$ cat src/rtl/disp_text_buffer.sv
// rtl/disp_text_buffer.sv - text-mode character buffer with blinking cursor overlay; optional scrolling under DISP_TEXT_SCROLL_EN
module disp_text_buffer #(
  parameter int BUFFER_WIDTH = 16,
  parameter int ASCII_WIDTH  = 8,
  parameter int GRID_ROW     = 5,
  parameter int GRID_COL     = 10,
  parameter int BLINK_CYCLES = 25000000,
  localparam int CIDX_W = (BUFFER_WIDTH - ASCII_WIDTH) / 2,
  localparam int XW     = $clog2(GRID_COL),
  localparam int YW     = $clog2(GRID_ROW)
) (
  input  logic                    clk_pix,
  input  logic                    rst_n,
  input  logic                    wr_valid,
  output logic                    wr_ready,
  input  logic [ASCII_WIDTH-1:0]  ascii,
  input  logic [CIDX_W-1:0]       colorIndexF,
  input  logic [CIDX_W-1:0]       colorIndexB,
  input  logic [XW-1:0]           chPos_x,
  input  logic [YW-1:0]           chPos_y,
  output logic [BUFFER_WIDTH-1:0] bufferBundle,
  output logic [XW-1:0]           cursor_x,
  output logic [YW-1:0]           cursor_y
);

  localparam int N  = GRID_ROW * GRID_COL;
  localparam int IW = $clog2(N);
  localparam int BW = $clog2(BLINK_CYCLES);

  localparam logic [ASCII_WIDTH-1:0] C_CLS   = ASCII_WIDTH'(8'h02);
  localparam logic [ASCII_WIDTH-1:0] C_LEFT  = ASCII_WIDTH'(8'h11);
  localparam logic [ASCII_WIDTH-1:0] C_UP    = ASCII_WIDTH'(8'h12);
  localparam logic [ASCII_WIDTH-1:0] C_DOWN  = ASCII_WIDTH'(8'h13);
  localparam logic [ASCII_WIDTH-1:0] C_RIGHT = ASCII_WIDTH'(8'h14);
  localparam logic [ASCII_WIDTH-1:0] C_ENTER = ASCII_WIDTH'(8'h0D);
  localparam logic [ASCII_WIDTH-1:0] C_BS    = ASCII_WIDTH'(8'h7F);
  localparam logic [ASCII_WIDTH-1:0] GLYPH_CURSOR = ASCII_WIDTH'(127);
  localparam logic [XW-1:0] X_LAST = XW'(GRID_COL - 1);
  localparam logic [YW-1:0] Y_LAST = YW'(GRID_ROW - 1);

`ifdef DISP_TEXT_SCROLL_EN
  typedef enum logic [1:0] {CLEAR, IDLE, SCROLL} state_t;
`else
  typedef enum logic [0:0] {CLEAR, IDLE} state_t;
`endif

  state_t                  state, state_n;
  logic [IW-1:0]           cnt, cnt_n;
  logic [XW-1:0]           cur_x, cx_n, left_x, right_x;
  logic [YW-1:0]           cur_y, cy_n, left_y, right_y, up_y, down_y, top_row;
  logic                    accept, we, nl, phase, rd_in_range;
  logic [IW-1:0]           w_idx, rd_idx;
  logic [BUFFER_WIDTH-1:0] w_data, blank_cell, rd_cell;
  logic [BUFFER_WIDTH-1:0] mem [N];
  logic [BW-1:0]           blink_cnt;

  // Logical row -> physical row via the scroll offset, then linear cell index
  function automatic logic [IW-1:0] cell_idx(input logic [XW-1:0] x, input logic [YW-1:0] y,
                                             input logic [YW-1:0] top);
    int p;
    p = int'(y) + int'(top);
    if (p >= GRID_ROW) p = p - GRID_ROW;
    return IW'(p * GRID_COL + int'(x));
  endfunction

  assign wr_ready   = (state == IDLE);
  assign accept     = wr_valid && wr_ready;
  assign cursor_x   = cur_x;
  assign cursor_y   = cur_y;
  assign blank_cell = {colorIndexB, colorIndexF, {ASCII_WIDTH{1'b0}}};

  assign up_y    = (cur_y == '0) ? Y_LAST : cur_y - YW'(1);
  assign down_y  = (cur_y == Y_LAST) ? '0 : cur_y + YW'(1);
  assign left_x  = (cur_x == '0) ? X_LAST : cur_x - XW'(1);
  assign left_y  = (cur_x == '0) ? up_y : cur_y;
  assign right_x = (cur_x == X_LAST) ? '0 : cur_x + XW'(1);
  assign right_y = (cur_x == X_LAST) ? down_y : cur_y;

`ifdef DISP_TEXT_SCROLL_EN
  logic [YW-1:0] top_n;
`else
  assign top_row = '0;
`endif

  // Next-state, cursor movement and the single cell write port
  always_comb begin
    state_n = state;
    cnt_n   = cnt;
    cx_n    = cur_x;
    cy_n    = cur_y;
    we      = 1'b0;
    w_idx   = '0;
    w_data  = blank_cell;
    nl      = 1'b0;
`ifdef DISP_TEXT_SCROLL_EN
    top_n   = top_row;
`endif
    case (state)
      CLEAR: begin
        we    = 1'b1;
        w_idx = cnt;
        if (cnt == IW'(N - 1)) begin
          state_n = IDLE;
          cnt_n   = '0;
        end else begin
          cnt_n = cnt + IW'(1);
        end
      end
`ifdef DISP_TEXT_SCROLL_EN
      // top_row is already advanced, so the bottom logical row is the old top row
      SCROLL: begin
        we    = 1'b1;
        w_idx = cell_idx(XW'(cnt), Y_LAST, top_row);
        if (cnt == IW'(GRID_COL - 1)) begin
          state_n = IDLE;
          cnt_n   = '0;
        end else begin
          cnt_n = cnt + IW'(1);
        end
      end
`endif
      default: begin
        if (accept) begin
          case (ascii)
            C_CLS: begin
              state_n = CLEAR;
              cnt_n   = '0;
              cx_n    = '0;
              cy_n    = '0;
`ifdef DISP_TEXT_SCROLL_EN
              top_n   = '0;
`endif
            end
            C_LEFT:  begin cx_n = left_x;  cy_n = left_y;  end
            C_RIGHT: begin cx_n = right_x; cy_n = right_y; end
            C_UP:    cy_n = up_y;
            C_DOWN:  cy_n = down_y;
            C_ENTER: nl = 1'b1;
            C_BS: begin
              if (cur_x != '0 || cur_y != '0) begin
                cx_n  = left_x;
                cy_n  = left_y;
                we    = 1'b1;
                w_idx = cell_idx(left_x, left_y, top_row);
              end
            end
            default: begin
              we     = 1'b1;
              w_idx  = cell_idx(cur_x, cur_y, top_row);
              w_data = {colorIndexB, colorIndexF, ascii};
              if (cur_x == X_LAST) nl = 1'b1;
              else                 cx_n = cur_x + XW'(1);
            end
          endcase
          if (nl) begin
            cx_n = '0;
            if (cur_y == Y_LAST) begin
`ifdef DISP_TEXT_SCROLL_EN
              cy_n    = Y_LAST;
              top_n   = (top_row == Y_LAST) ? '0 : top_row + YW'(1);
              state_n = SCROLL;
              cnt_n   = '0;
`else
              cy_n    = '0;
`endif
            end else begin
              cy_n = cur_y + YW'(1);
            end
          end
        end
      end
    endcase
  end

  // Control state, clear/scroll index and cursor registers
  always_ff @(posedge clk_pix or negedge rst_n) begin
    if (!rst_n) begin
      state <= CLEAR;
      cnt   <= '0;
      cur_x <= '0;
      cur_y <= '0;
    end else begin
      state <= state_n;
      cnt   <= cnt_n;
      cur_x <= cx_n;
      cur_y <= cy_n;
    end
  end

`ifdef DISP_TEXT_SCROLL_EN
  // Scroll offset: logical row 0 lives at physical row top_row
  always_ff @(posedge clk_pix or negedge rst_n) begin
    if (!rst_n) top_row <= '0;
    else        top_row <= top_n;
  end
`endif

  // Cell array; contents are initialised by the CLEAR sweep, not by reset
  always_ff @(posedge clk_pix) begin
    if (we) mem[w_idx] <= w_data;
  end

  // Blink phase restarts visible whenever a code is taken
  always_ff @(posedge clk_pix or negedge rst_n) begin
    if (!rst_n) begin
      blink_cnt <= '0;
      phase     <= 1'b1;
    end else if (accept) begin
      blink_cnt <= '0;
      phase     <= 1'b1;
    end else if (blink_cnt == BW'(BLINK_CYCLES - 1)) begin
      blink_cnt <= '0;
      phase     <= ~phase;
    end else begin
      blink_cnt <= blink_cnt + BW'(1);
    end
  end

  assign rd_in_range = (int'(chPos_x) < GRID_COL) && (int'(chPos_y) < GRID_ROW);
  assign rd_idx      = rd_in_range ? cell_idx(chPos_x, chPos_y, top_row) : '0;

  // Renderer lookup with the cursor glyph overlaid on the fly
  always_comb begin
    rd_cell = '0;
    if (rd_in_range) begin
      rd_cell = mem[rd_idx];
      if (chPos_x == cur_x && chPos_y == cur_y && phase)
        rd_cell[ASCII_WIDTH-1:0] = GLYPH_CURSOR;
    end
  end

  // Registered read port
  always_ff @(posedge clk_pix or negedge rst_n) begin
    if (!rst_n) bufferBundle <= '0;
    else        bufferBundle <= rd_cell;
  end

endmodule
$ cat config.mk
export PLATFORM = sky130hd
export DESIGN_NAME = disp_text_buffer
export DESIGN_NICKNAME = d
export VERILOG_FILES = /design/src/rtl/disp_text_buffer.sv
export SDC_FILE = /design/constraint.sdc
export NUM_CORES = 1
export LEC_CHECK = 0
export ABC_AREA = 1
export CORE_UTILIZATION = 55
export CTS_BUF_LIST = sky130_fd_sc_hd__clkbuf_4 sky130_fd_sc_hd__clkbuf_8
export CTS_CLUSTER_SIZE = 30
export DETAILED_ROUTE_END_ITERATION = 10
export GPL_ROUTABILITY_DRIVEN = 1
export GPL_TIMING_DRIVEN = 1
export PLACE_DENSITY_LB_ADDON = 0.15
export SYNTH_ARGS = -nofsm -noshare
export SYNTH_HDL_FRONTEND = slang
export SYNTH_SLANG_ARGS = --single-unit
export TNS_END_PERCENT = 20
$ cat constraint.sdc
create_clock -name clk_pix -period 7.8 [get_ports clk_pix]
set_input_delay 1.56 -clock clk_pix [delete_from_list [all_inputs] [get_ports clk_pix]]
set_output_delay 1.56 -clock clk_pix [all_outputs]
set_load 0.02 [all_outputs]
* After elaboration in Yosys (flattened, before gate mapping)
Memory sizes are Yosys's and may differ from the RTL's. Cells that the tools add are included.
Storage, ports and cells: register bits after elaboration 56, RAM bits 800, input bits 26, output and inout port bits 24, word-level logic and storage cells 121, memories 1
Memories:
- mem | words 50, bits a word 16, read ports 1, clocked after Yosys merged registers in 0, write ports 1, line 54 | logic [BUFFER_WIDTH-1:0] mem [N];
Operators by class: add/subtract/negate cells 12, $mul 3, order comparisons 5, equal/unequal tests 19, muxes and demuxes 55, bitwise logic cells 1, reductions and logical operators 18
Operator list (number):
- $mux W32 | 10
- $mul A32 B4 Y5 const B | 3
- $mux W25 | 2
- $mux W6 | 8
- $eq A8 B5 Y1 const B | 4
- $mux W8 | 4
- $add A25 B1 Y25 const B | 1
- $eq A25 B25 Y1 const B | 1
- $mux W4 | 5
- $pmux W4 S5 | 1
- $add A6 B5 Y6 | 3
- $mux W3 | 6
- $pmux W3 S6 | 1
- $mux W16 | 1
- $mux W1 | 14
- $pmux W6 S2 | 1
- $reduce_or A6 Y1 | 2
- $sub A3 B3 Y4 const B | 3
- $reduce_and A5 Y1 | 2
- $ge A3 B3 Y1 const B | 3
- $eq A8 B2 Y1 const B | 1
- $eq A8 B4 Y1 const B | 1
- $eq A8 B7 Y1 const B | 1
- $reduce_bool A7 Y1 | 1
- other kinds (27) | 34

* Longest topological paths before layout
Gate-level depths: netlist (run 1).
word-level depth 15, depth in mapped cells 27, gate-level depth less buffers 27

* Worst setup path before layout (run 1)
No wires, ideal clock.
kind input-to-reg, from input port ascii[5], to memory mem[0][0], data pin, library setup time 577 ps, arrival time 4300 ps, data required time 7223 ps, slack 2923 ps, stages 9, buffers on the path 1, cell sequence inv_1 > nand3_2 > inv_2 > nand2_1 > nor2_1 > nor2_1 > nand3_2 > buf_4 > nor3_1
On the way: cells in the longest elaborated chain, start to end 5, elaborated cells between the ends (all ways) 11, classes of those cells 7 x eq/ne; 3 x mux; 1 x reduce/logical
Ends and longest elaborated chain:
- start, declared | line 16 | input logic [ASCII_WIDTH-1:0] ascii,
- $eq A8 B7 Y1, or another cell as far along | line 124 | case (ascii)
- $reduce_or A7 Y1 (no line) (*)
- $mux W8 (*) | line 124
- $mux W8 (*) | line 123 | if (accept) begin
- $mux W8 (*) | line 98 | case (state)
- net w_data[0] | line 53 | logic [BUFFER_WIDTH-1:0] w_data, blank_cell, rd_cell;
- end, declared | line 54
The timed path passes the listed nets; every way through them passes the cells marked *.

* Final worst setup path (run 1)
from input port chPos_y[0], to register bufferBundle[10]
On the way: cells in the longest elaborated chain, start to end 7, elaborated cells between the ends (all ways) 10, classes of those cells 2 x add/sub; 1 x mul; 2 x order compare; 3 x mux; 1 x reduce/logical; 1 x memory
Ends and longest elaborated chain:
- start, declared | line 20 | input logic [YW-1:0] chPos_y,
- $sub A3 B3 Y4 / $ge A3 B3 Y1 (equally long branches) | line 62 | if (p >= GRID_ROW) p = p - GRID_ROW;
- $mux W32 | line 62
- $mul A32 B4 Y5 | line 63 | return IW'(p * GRID_COL + int'(x));
- $add A6 B5 Y6 | line 63
- $mux W6 | line 220 | assign rd_idx = rd_in_range ? cell_idx(chPos_x, chPos_y, top_row) : '0;
- $mem_v2 Z50 W16
- $mux W16 (*) | line 225 | if (rd_in_range) begin
- net rd_cell[10] | line 53
- end signal, assigned | line 235 | else bufferBundle <= rd_cell;
- end, declared | line 21 | output logic [BUFFER_WIDTH-1:0] bufferBundle,
Marks and branches as above. A chain may end at the register's enable or synchronous reset.

==> flow_metrics.tcl, run 1 <==
set metrics [dict create \
    finalMaxSlewViolations 0 \
    slew_headroom_pct 17.7 \
    netSwitchingFraction_pct 33.9 \
    num_rows 94 \
    ir_drop_mv 0.193 \
    post_cts_buffers 0 \
    period_needed_ns 5.62 \
    worst_path_max_delay_cell "nand2_1" \
    p_seq_share_pct 44.6 \
    die_area_um2 68000 \
    pwr-share-clk_pct 28.6 \
    ys.flop_type "edfxtp_1" \
    ys_seq_elements 856 \
    tns_ns 0 \
    hpwl_mm 56.1 \
    p_comb_share_pct 26.8 \
    power.internal_w 0.00894 \
    coreArea_um2 66000 \
    fin_util_pct 62.4 \
    wl_per_cell_um 23.0 \
    htreeDepth 4 \
    cp_max_fo 26 \
    drc 5 \
    clockRootBuffer "clkbuf_8" \
    powerDensity_nw_per_um2 329 \
    die_y_um 261 \
    ioPinCount 50 \
    final_cell_mix "edfxtp_1 (800), nand2_1 (743), nand3_1 (523)" \
    clk_pin_slew_ns 0.06 \
    p_leak_nw 15.4 \
    cts_resized 0 \
    fin_worst_skew_ns 0.0322 \
    fmax_mhz 178 \
    grt_max_degree 156 \
    overflow 0 \
    cp_top_family "simple AND/OR/NAND/NOR gates" \
    cts-hold-fix-buffers 0 \
    final_antenna_net_count 0 \
    cp.arrival_ns 6.27 \
    viasPerCell 5.86 \
    rsz0062_at_grt "false" \
    synth_edf_count 800 \
    drv_cap 0 \
    drive_gt1_share_pct 11.5 \
    ys_types 48 \
    cts.sinks 856 \
    cp-end-kind "flip-flop" \
    start_util_pct 55.9 \
    grt_pass1_wl_mm 150 \
    violations "design-rule violations" \
    antenna_found_initial 1 \
    gp_congestion 0.888 \
    post-route-period-util_pct 72.1 \
    async_flop_share_pct 6.54 \
    slowest_delay_ns 0.72 \
    grt_usage_pct 29.8 \
    status "finished, violations left" \
    vias 25400 \
    critPathBufInv 5 \
    grt_pass1_vias 24700 \
    synthCells 3255 \
    crit_chain "clkdlybuf4s50_1, inv_1, ha_1, inv_1, ha_1, inv_1, nand2_1, inv_1, or2_2, o21ai_0, ha_1, ha_1, o21ai_0, xnor2_1, xor2_1, nand2_1, nor2_1, nand2_1, o21ai_1, nor2_1" \
    die_w_um 261 \
    nNetsFinal 3421 \
    syn_nets 3319 \
    cp.required_ns 8.45 \
    cts_tree "built" \
    cp-start-kind "input pin" \
    firstDrtPassIters 9 \
    wl_mm 99.4 \
    insertion_delay_ns 0.80 \
    syn_area_um2 36900 \
    cts_buffers 141 \
    syn_to_final_growth_pct 11.6 \
    mostFrequentLayoutCell "edfxtp_1" \
    hold_violations 0 \
    hp-class "reg -> reg" \
    portBuffers 49 \
    tightest_slew_ns 1.23 \
    yosys_warnings 0 \
    switching_power_w 0.00458 \
    syn_area_per_cell_um2 11.3 \
    clockBufferDepth 3 \
    drt_iter0_drc 2946 \
    yosysSeqAreaShare_pct 69.0 \
    setup_viol 0 \
    path_class "in -> reg" \
]
==> power by group through the flow <==
| stage | Clock (W) | Combinational (W) | Sequential [W] |
|---|---|---|---|
| 2_1_floorplan | 0 | 0.00226 | 0.00610 |
| 3_3_place_gp | 0 | 0.00352 | 0.00609 |
| 3_5_place_dp | 0 | 0.00357 | 0.00612 |
| 4_1_cts | 0.00392 | 0.00360 | 0.00603 |
| 5_1_grt | 0.00411 | 0.00395 | 0.00607 |
| 6_report | 0.00387 | 0.00362 | 0.00603 |
==> worst paths after layout <==
| check | start | endpoint | slack [ns] | cells past startpoint |
|---|---|---|---|---|
| setup / recovery | chPos_y[0] | bufferBundle[10]$_DFF_PN0_ | 2.18 | 20 |
| hold / removal | blink_cnt[0]$_DFF_PN0_ | blink_cnt[0]$_DFF_PN0_ | 0.46 | 1 |
| setup reg to reg | cursor_y[0]$_DFFE_PN0P_ | mem[35][13]$_DFFE_PP_ | 2.40 | 21 |
| hold reg to reg | blink_cnt[0]$_DFF_PN0_ | blink_cnt[0]$_DFF_PN0_ | 0.46 | 1 |
| max in group asynchronous | rst_n | bufferBundle[0]$_DFF_PN0_ | 6.24 | 2 |
| min in group asynchronous | rst_n | cursor_y[2]$_DFFE_PN0P_ | 0.98 | 2 |
==> through the flow <==
stage	worst slack (ns)	cells	power [W]	area (um2)	hold slack, ns
after CTS	2.27	4327	0.0135	41100	0.465
after floorplan	2.92	3255	0.00836	36900	0.433
after detailed placement	1.43	4078	0.00969	38400	0.456
after global placement	1.53	4078	0.00961	38400	0.450
after global routing	1.91	4328	0.0141	41100	0.483
final	2.18	4328	0.0135	41100	0.463
==> cells by family after synthesis <==
logic type      synth area share [%]
mux                            0.244
flops                           69.0
fa+ha+maj                       1.35
compound gates                  5.46
xor+xnor                       0.452
buf+inv                         4.50
simple gates                    19.0
==> Yosys cell counts (4+ instances only) <==
cell	instances	area, um2
nand4_1	8	50.1
a21oi_1	64	320
nand2_1	744	2790
edfxtp_1	800	24000
buf_1	11	41.3
nor3_1	24	120
clkbuf_1	75	282
dfrtp_1	55	1380
nor2_4	4	45.0
buf_6	6	67.6
o211ai_1	127	953
o21ai_1	31	155
o22ai_1	6	37.5
nand2_2	8	50.1
nand3_4	4	70.1
buf_2	74	370
nor2_2	4	25.0
nor2_1	261	980
nand3_1	523	2620
xnor2_1	6	52.6
mux2i_1	9	90.1
ha_1	35	438
or2_2	9	56.3
inv_2	10	37.5
nor4_1	5	31.3
inv_1	209	785
buf_4	8	60.1
xor2_1	13	114
o21ai_0	89	445
==> sequential cells by signal, indices dropped and copies added, names as in the netlist <==
signal / count
phase: 1
cnt: 6
bufferBundle: 16
mem: 800
cursor_y: 3
wr_ready: 1
cursor_x: 4
blink_cnt: 25
==> layer usage <==
metal,wire length (um),global-route usage [%],up-vias
met3,9680,6.42,197
met5,0,0,-
li1,-,-,11600
met1,39800,40.3,12200
met2,47000,47.5,1295
met4,2880,11.3,0
==> cell type report <==
class | count | area [um2]
flip-flops and latches | 856 | 25400
fillers | 5101 | 24800
multi-input cells | 2003 | 9850
clock buffers | 212 | 2520
repair buffers | 133 | 1160
well taps | 864 | 1080
inverters | 222 | 848
clock inverters | 37 | 243
diodes | 1 | 2.50
(Power assumes the default switching activity.)
==> inputs of run 2 (changes only) <==
clock period = 5.63 ns   (was 7.8 ns; I/O delays follow)
==> flow_metrics.tcl, run 2 (synthesized netlist as in run 1, its figures left out) <==
set metrics [dict create \
    path_class "reg -> reg" \
    num_rows 94 \
    worst_path_max_delay_cell "dfrtp_1" \
    setup_viol 0 \
    cts_tree "built" \
    power_w 0.0188 \
    gp_congestion 0.893 \
    grt_pass1_wl_mm 150 \
    mostFrequentLayoutCell "edfxtp_1" \
    cp.required_ns 6.13 \
    clockBufferDepth 3 \
    slew_headroom_pct 17.7 \
    die_w_um 261 \
    tns_ns 0 \
    crit_chain "inv_1, ha_1, inv_1, ha_1, nand2_1, nand2_1, nand2_2, ha_1, nor2_1, o21ai_0, inv_1, ha_1, ha_1, nand2_1, a21oi_1, xor2_1, nand3_1, nand3_2, nand2_4, nand2_4, nand3_4, nor2_1, buf_12" \
    final.fill_count 5064 \
    vias 25500 \
    cp.arrival_ns 5.72 \
    overflow 0 \
    largest_reg_flops 800 \
    hp-class "reg -> reg" \
    die_area_um2 68000 \
    rsz0062_at_grt "false" \
    max_flop_register "mem" \
    p_leak_nw 15.5 \
    portBuffers 49 \
    clk_pin_slew_ns 0.06 \
    post-route-period-util_pct 92.8 \
    cts.sinks 856 \
    start_util_pct 55.9 \
    drc 5 \
    period_needed_ns 5.23 \
    cp-start-kind "flip-flop" \
    cp_max_fo 12 \
    syn_to_final_growth_pct 12.2 \
    grt_usage_pct 29.7 \
    wl_mm 99.2 \
    cts-hold-fix-buffers 0 \
    cts_buffers 141 \
    nNetsFinal 3441 \
    finalMaxSlewViolations 0 \
    fmax_mhz 191 \
    violations "design-rule violations" \
    viasPerCell 5.87 \
    post_cts_buffers 0 \
    hold_violations 0 \
    final_cells 4347 \
    insertion_delay_ns 0.79 \
    cts_resized 0 \
    grt_pass1_vias 24800 \
    hpwl_mm 57.1 \
    cp-end-kind "flip-flop" \
    grt_max_degree 187 \
    drt_iter0_drc 2785 \
    die_y_um 261 \
    largestRegisters "mem x800, blink_cnt x25, bufferBundle x16" \
    ir_drop_mv 0.243 \
    coreArea_um2 66000 \
    placed_cells 4098 \
    tightest_slew_ns 1.23 \
    antenna_found_initial 2 \
    powerDensity_nw_per_um2 454 \
    clockRootBuffer "clkbuf_8" \
    htreeDepth 4 \
    final_antenna_net_count 0 \
    fin_worst_skew_ns 0.0300 \
    firstDrtPassIters 11 \
    status "finished, violations left" \
    fin_util_pct 62.7 \
    slowest_delay_ns 0.58 \
    ioPinCount 50 \
    drv_cap 0 \
    crit_top_cell "ha_1" \
    drive_gt1_share_pct 11.7 \
    final_cell_mix "edfxtp_1 (800), nand2_1 (743), nand3_1 (523)" \
    wl_per_cell_um 22.8 \
]
[run 2: changes by cell type in the layout (fill, tap and decap cells not counted), sizes merged]
cell,previous run,this run
clkinvlp,7,3
buf,94,114
inv,223,226
clkinv,28,33
clkbuf,212,208
bufinv,1,0
[run 2: power breakdown]
group | internal, W | switching [W]
clock | 0.00285 | 0.00244
sequential | 0.00804 | 0.000312
combinational | 0.00151 | 0.00363
total | 0.0124 | 0.00638
[run 2: layout make-up]
type                            instances  area [um2]  share of cell area (%)
Antenna cell                            1        2.50                 0.00605
Clock buffer                          208        2500                    6.05
Clock inverter                         40         221                   0.536
Inverter                              222         848                    2.05
Multi-Input combinational cell       2003        9840                    23.8
Sequential cell                       856       25400                    61.5
Tap cell                              864        1080                    2.61
Timing Repair Buffer                  153        1430                    3.45
[run 2: critical path, delay by kind of cell, from the launching register on]
| family | cells | cell delay [ns] |
|---|---|---|
| and+or+nand+nor | 11 | 1.60 |
| adders and majority gates | 5 | 1.41 |
| xor gates and xnor gates | 1 | 0.22 |
| AOI/OAI and AO/OA | 2 | 0.49 |
| DFF | 1 | 0.58 |
| buffers and inverters | 4 | 0.64 |
[run 2: routing by layer]
layer,routed length (um),share of wire [%],global-route usage [%],up-vias
met1,41000,41,41.9,12400
met2,46500,47,46.5,1270
met3,9160,9.2,5.85,187
li1,-,-,-,11700
met5,13,0.013,0,-
met4,2470,2.5,10.2,2
[run 2: path summary, 6_finish.rpt]
kind	from	endpoint	slack [ns]	depth (start not counted)
setup / recovery	cursor_y[0]$_DFFE_PN0P_	mem[36][2]$_DFFE_PP_	0.40	23
hold / removal	blink_cnt[0]$_DFF_PN0_	blink_cnt[0]$_DFF_PN0_	0.48	1
setup reg to reg	cursor_y[0]$_DFFE_PN0P_	mem[36][2]$_DFFE_PP_	0.40	23
hold reg to reg	blink_cnt[0]$_DFF_PN0_	blink_cnt[0]$_DFF_PN0_	0.48	1
max in group asynchronous	rst_n	bufferBundle[10]$_DFF_PN0_	4.53	2
min in group asynchronous	rst_n	cursor_y[1]$_DFFE_PN0P_	0.52	2
[run 2: through the flow]
| stage | hold slack (ns) | instance area (um2) | setup slack (ns) |
|---|---|---|---|
| floorplan | 0.433 | 36900 | 0.910 |
| global placement | 0.447 | 38600 | 0.236 |
| detailed placement | 0.467 | 38600 | 0.198 |
| CTS | 0.475 | 41300 | 0.466 |
| global route | 0.513 | 41300 | 0.0515 |
| finish | 0.476 | 41300 | 0.404 |
